--- src/rtl/alu_sequencer.sv ---
// alu_sequencer: single-issue issue/writeback stage wrapped around an 8-bit ALU.
// Owns an 8x8 register file and the architectural carry/zero/sign flags.
`default_nettype none

module alu_sequencer #(
  parameter int NREGS = 8
) (
  input  logic       clk,
  input  logic       rst,
  input  logic       instr_valid,
  output logic       instr_ready,
  input  logic [7:0] instr_op,
  input  logic [2:0] instr_rd,
  input  logic [2:0] instr_rs,
  input  logic [7:0] instr_imm,
  input  logic       instr_use_imm,
  output logic       alu_enable,
  output logic [7:0] alu_operation,
  output logic [7:0] alu_op1,
  output logic [7:0] alu_op2,
  output logic       alu_cpu_carry,
  input  logic [7:0] alu_result_l,
  input  logic [7:0] alu_result_h,
  input  logic       alu_carry,
  input  logic       alu_zero,
  input  logic       alu_sign,
  output logic       wb_valid,
  output logic [2:0] wb_addr,
  output logic [7:0] wb_data,
  output logic       flag_c,
  output logic       flag_z,
  output logic       flag_s,
  input  logic [2:0] dbg_addr,
  output logic [7:0] dbg_data
);

  typedef enum logic [1:0] {
    IDLE  = 2'd0,
    ISSUE = 2'd1,
    WRITE = 2'd2
  } state_t;

  state_t     state;
  state_t     state_next;

  logic [7:0] regs [NREGS];
  logic [7:0] op_q;
  logic [7:0] imm_q;
  logic [2:0] rd_q;
  logic [2:0] rs_q;
  logic       use_imm_q;
  logic       c_q;
  logic       z_q;
  logic       s_q;

  logic       accept;
  logic       is_mul;
  logic       is_flag_only;
  logic [2:0] rd_hi;

  // MUL occupies two opcode pairs; SETC/CLRC only touch the flags.
  assign is_mul       = op_q[7] && ((op_q[6:1] == 6'b001000) || (op_q[6:1] == 6'b001001));
  assign is_flag_only = (op_q == 8'h04) || (op_q == 8'h05);
  assign rd_hi        = rd_q + 3'd1;
  assign accept       = instr_valid && instr_ready;

  always_ff @(posedge clk or negedge rst) begin
    if (!rst) begin
      state     <= IDLE;
      op_q      <= 8'h00;
      imm_q     <= 8'h00;
      rd_q      <= 3'd0;
      rs_q      <= 3'd0;
      use_imm_q <= 1'b0;
      c_q       <= 1'b0;
      z_q       <= 1'b0;
      s_q       <= 1'b0;
      for (int i = 0; i < NREGS; i++) begin
        regs[i] <= 8'h00;
      end
    end else begin
      state <= state_next;
      if (accept) begin
        op_q      <= instr_op;
        imm_q     <= instr_imm;
        rd_q      <= instr_rd;
        rs_q      <= instr_rs;
        use_imm_q <= instr_use_imm;
      end
      if (state == WRITE) begin
        c_q <= alu_carry;
        z_q <= alu_zero;
        s_q <= alu_sign;
        if (!is_flag_only) begin
          regs[rd_q] <= alu_result_l;
        end
        // High byte lands in the next register, wrapping rd=7 onto reg0.
        if (is_mul) begin
          regs[rd_hi] <= alu_result_h;
        end
      end
    end
  end

  always_comb begin
    state_next  = state;
    instr_ready = 1'b0;
    alu_enable  = 1'b0;
    wb_valid    = 1'b0;
    case (state)
      IDLE: begin
        instr_ready = 1'b1;
        if (instr_valid) begin
          state_next = ISSUE;
        end
      end
      ISSUE: begin
        alu_enable = 1'b1;
        state_next = WRITE;
      end
      WRITE: begin
        wb_valid   = !is_flag_only;
        state_next = IDLE;
      end
      default: begin
        state_next = IDLE;
      end
    endcase
  end

  assign alu_operation = op_q;
  assign alu_op1       = regs[rd_q];
  assign alu_op2       = use_imm_q ? imm_q : regs[rs_q];
  assign alu_cpu_carry = c_q;

  assign wb_addr  = wb_valid ? rd_q : 3'd0;
  assign wb_data  = wb_valid ? alu_result_l : 8'h00;

  assign flag_c   = c_q;
  assign flag_z   = z_q;
  assign flag_s   = s_q;

  assign dbg_data = regs[dbg_addr];

endmodule

`default_nettype wire

--- config.mk ---
export PLATFORM = sky130hd
export DESIGN_NAME = alu_sequencer
export DESIGN_NICKNAME = d
export VERILOG_FILES = /design/src/rtl/alu_sequencer.sv
export SDC_FILE = /design/constraint.sdc
export NUM_CORES = 1
export LEC_CHECK = 0
export ABC_AREA = 1
export CAP_MARGIN = 0
export CORE_MARGIN = 5
export CORE_UTILIZATION = 35
export CTS_BUF_LIST = sky130_fd_sc_hd__clkbuf_8
export DETAILED_ROUTE_END_ITERATION = 10
export PLACE_DENSITY = 0.54
export REMOVE_ABC_BUFFERS = 1
export SETUP_SLACK_MARGIN = 0.05
export SYNTH_ARGS = -nofsm -noshare
export SYNTH_HDL_FRONTEND = slang
export SYNTH_SLANG_ARGS = --single-unit
--- constraint.sdc ---
create_clock -name clk -period 1.8 [get_ports clk]
set_input_delay 0.27 -clock clk [delete_from_list [all_inputs] [get_ports clk]]
set_output_delay 0.27 -clock clk [all_outputs]
set_load 0.02 [all_outputs]
==> results.txt <==
The path class of the tightest hold or removal check is input pin to asynchronous set/reset pin. The flow ran to the end, but the final reports show violations. The chip width is 155 µm. The share of the Yosys chip area taken by registers is 31.2%. The internal portion of the total power is 7210 µW.

The core outline area came out at 20,900 µm². The first global-routing pass estimated 46.6 mm of wire. The clock insertion delay at the later pin of the skew report came out at 0.39 ns. At the worst endpoint, the required time is 1.53 ns. The count of mapped cells out of synthesis is 1,222. The clock slew seen by the registers of the worst setup and hold paths is 0.11 ns.

The total congestion overflow is 0. STA classifies the critical path startpoint as a flop. In the post-synthesis netlist, the biggest area contributors are sky130_fd_sc_hd__dfrtp_1, sky130_fd_sc_hd__nand2_1, sky130_fd_sc_hd__nand3_1. For the final routed database, the setup TNS stands at -4.01 ns. The post-route worst setup slack came out at -0.319 ns. The worst IR drop on VDD is 604 µV. The maximum clock path buffer count is 2. The wire-length estimate of the detail-placed layout is 22.5 mm. The worst path in the final design needs a cycle of 2.12 ns, including I/O delays and setup. The routed wire length per instance came out at 17.4 µm. The clock power share came out at 10.5%. Synthesis inferred 92 register bits.

The final-stage net count is 1,525. The die is 155 µm tall. The via count of the first global-routing pass is 8,118. The number of distinct library cells after synthesis is 29. The number of hold violations in the final report came out at 0. The final critical path takes up 118% of the cycle.

At the pin with the least slew margin, the transition time is 0.429 ns. The normalized max-slew margin came out at 71.3%. Overall power consumption after layout is estimated at 13,400 µW.

The delay of the slowest critical-path stage is 0.49 ns. Setup repair after global routing could not meet its margin everywhere. The area growth from synthesis to layout is 48.2%.

The number of diodes added for antenna fixing is 0. For this design the static power due to leakage is 0.00577 µW. The sequential share of power came out at 27.0%.

STA classifies the critical path endpoint as a primary output. The share of final-layout standard cells stronger than drive strength 1 came out at 28.1%. The fraction of power spent switching nets is 46.3%.

Once the floorplan was initialized, standard cells occupied 35.3% of the core. The area of the die is 24,100 µm². The total wirelength of the detailed-routed design is 30.6 mm. The number of max-slew violations in the final report was 0.

The checks that failed: setup timing. The TritonCTS clock tree is built. The critical path is of the flop to primary output type. The arrival time at the worst endpoint is 1.85 ns. The reported net switching power is 6200 µW.

Grouping stages by cell kind, the critical path spends the most delay in simple AND/OR/NAND/NOR gates. The total global-route track usage is 24.8%. At the end of routability-driven placement, the weighted congestion stood at 0.925. Of all nets on the critical path, the largest fanout is 9.

The row count came out at 53. The tree built by TritonCTS fans out to 92 sinks. The post-detailed-route DRC marker count is 0. The slowest stage of the critical path belongs to the cell sky130_fd_sc_hd__dfrtp_2. The number of DRC markers in iteration 0 is 869. The power density of the placed cells is 1230 nW/µm².

The fraction of synthesized cell area taken by the top area cell type came out at 31.2%. In this run the tool buffered the top-level ports with 97 buffer cells. The mean instance size in the synthesized netlist came out at 6.04 µm². The buffer and inverter count on the worst path came out at 2. The number of antenna violations at the first check in global routing is 0. The area of the mapped netlist is 7380 µm². The critical path goes through buf_6 > nand3_4 > o22ai_2 > nor2_1 > nand4_1 > buf_4. The upper clock frequency limit is 0.472 GHz.

The largest area contributor in the synthesized netlist is sky130_fd_sc_hd__dfrtp_1. The clock arrives with 0.0146 ns of skew. The number of vias per cell came out at 5.10. The TritonCTS buffer count came out at 9.

The setup-violating endpoint count in the final report is 49. CTS placed an instance of sky130_fd_sc_hd__clkbuf_8 at the clock tree root. The count of H-tree levels built during CTS is 3. The largest net degree at the start of global routing came out at 48. The number of max-cap violations came out at 0. The detailed-routing iteration count for the pre-antenna-repair pass is 5. The fraction of power consumed by combinational cells is 62.5%. The total via count after detailed routing is 8,953. The detail route stage leaves a number of antenna-violating nets equal to 0. During I/O placement, the number of pins put on the boundary was 98. The count of warnings emitted by yosys came out at 0.
## flip-flops by register name, indices dropped and copies added (netlist names)
name           flops
use_imm_q          1
alu_cpu_carry      1
state              2
rd_q               3
rs_q               3
flag_z             1
regs              64
imm_q              8
alu_operation      8
flag_s             1
## cells in the mapped netlist (all sizes together)
| cell | instances |
|---|---|
| a21oi | 49 |
| nand4 | 6 |
| a22oi | 8 |
| clkinv | 2 |
| a21o | 2 |
| buf | 41 |
| inv | 150 |
| o22ai | 8 |
| o21ai | 69 |
| o211ai | 16 |
| dfrtp | 92 |
| nand2 | 467 |
| ha | 1 |
| nand3 | 231 |
| clkbuf | 37 |
| nor2 | 35 |
| nor3 | 2 |
| o21a | 6 |
## cell usage in the layout, fill, tap and decap left out, types with 21 or more instances in the layout
cell type,Yosys,layout
sky130_fd_sc_hd__nand2_1,459,445
sky130_fd_sc_hd__nand3_1,227,215
sky130_fd_sc_hd__buf_4,8,183
sky130_fd_sc_hd__inv_1,138,112
sky130_fd_sc_hd__dfrtp_1,92,80
sky130_fd_sc_hd__buf_6,7,55
sky130_fd_sc_hd__clkdlybuf4s50_1,0,49
sky130_fd_sc_hd__o21ai_0,69,37
sky130_fd_sc_hd__a21oi_1,49,34
sky130_fd_sc_hd__inv_2,10,31
sky130_fd_sc_hd__o21ai_1,0,30
sky130_fd_sc_hd__buf_12,0,21
## worst reg2reg max path: stages, from the launching register on
cell and delay [ns]:
sky130_fd_sc_hd__dfrtp_2 0.49, sky130_fd_sc_hd__buf_4 0.18, sky130_fd_sc_hd__ha_4 0.29, sky130_fd_sc_hd__inv_2 0.07, sky130_fd_sc_hd__nor2_4 0.23, sky130_fd_sc_hd__buf_6 0.16
sky130_fd_sc_hd__nand3_1 0.08, sky130_fd_sc_hd__nand2_1 0.08, sky130_fd_sc_hd__inv_1 0.04, sky130_fd_sc_hd__nand2_1 0.07, sky130_fd_sc_hd__nand2_1 0.05
## path summary, 6_finish.rpt
check / startpoint / depth (start not counted) / slack, ns / to
min in group clk: instr_imm[4] / 3 / 0.40 / imm_q[4]$_DFFE_PN0P_
min: rst / 2 / 0.32 / regs[17]$_DFFE_PN0N_
min reg2reg: imm_q[5]$_DFFE_PN0P_ / 2 / 0.49 / imm_q[5]$_DFFE_PN0P_
max: rd_q[0]$_DFFE_PN0P_ / 6 / -0.32 / alu_op1[6]
max reg2reg: rd_q[0]$_DFFE_PN0P_ / 10 / -0.04 / regs[47]$_DFFE_PN0N_
max in group asynchronous: rst / 3 / 0.91 / regs[44]$_DFFE_PN0N_
## area by class of cell
class | count | area (µm²)
Fill cell | 2171 | 9960
Inverter | 152 | 594
Sequential cell | 92 | 2320
Multi-Input combinational cell | 900 | 4430
Timing Repair Buffer | 321 | 3070
Clock inverter | 6 | 45.0
Clock buffer | 10 | 138
Tap cell | 275 | 344
## logic make-up after synthesis
group | after synthesis | share of synthesized area (%)
AOI/OAI and AO/OA | 158 | 11.9
adders and majority gates | 1 | 0.170
buffers and inverters | 230 | 13.3
DFF | 92 | 31.2
and+or+nand+nor | 741 | 43.4
## power by group through the flow
stage / logic, µW / registers (µW) / clock network (µW)
global route: 9100 / 3690 / 1540
CTS: 7930 / 3570 / 1450
finish: 8380 / 3620 / 1410
detailed placement: 7410 / 3570 / 0
global placement: 7380 / 3560 / 0
floorplan: 3310 / 3600 / 0
## what timing repair did
action                     CTS  global route
hold endpoints to repair    20             0
hold buffers                 1             0
cloned                       1             2
resized for setup          309           101
buffers inserted            15            10
pin swaps                   23            17
setup endpoints to repair  106           105
## stage by stage
step	utilization, %	hold WS [ns]	setup slack (ns)	cells	cell area [µm²]
global route	52.3	0.343	-0.410	1756	10900
CTS	50.3	0.319	-0.339	1744	10500
detailed placement	47.8	0.199	-0.611	1711	9990
finish	52.3	0.317	-0.319	1756	10900
global placement	47.8	0.200	-0.622	1711	9990
floorplan	-	-0.0256	-1.12	1144	6970
## layer usage
| metal | vias up | share of wire, % | wire length, µm | global-route usage, % |
|---|---|---|---|---|
| met2 | 363 | 46 | 14100 | 39.1 |
| met1 | 4115 | 45 | 13600 | 35.1 |
| met3 | 57 | 6.7 | 2060 | 3.70 |
| li1 | 4418 | - | - | - |
| met5 | - | 0 | 0 | 0 |
| met4 | 0 | 2.7 | 831 | 7.92 |
No activity file was read; power rests on OpenSTA's default activity.
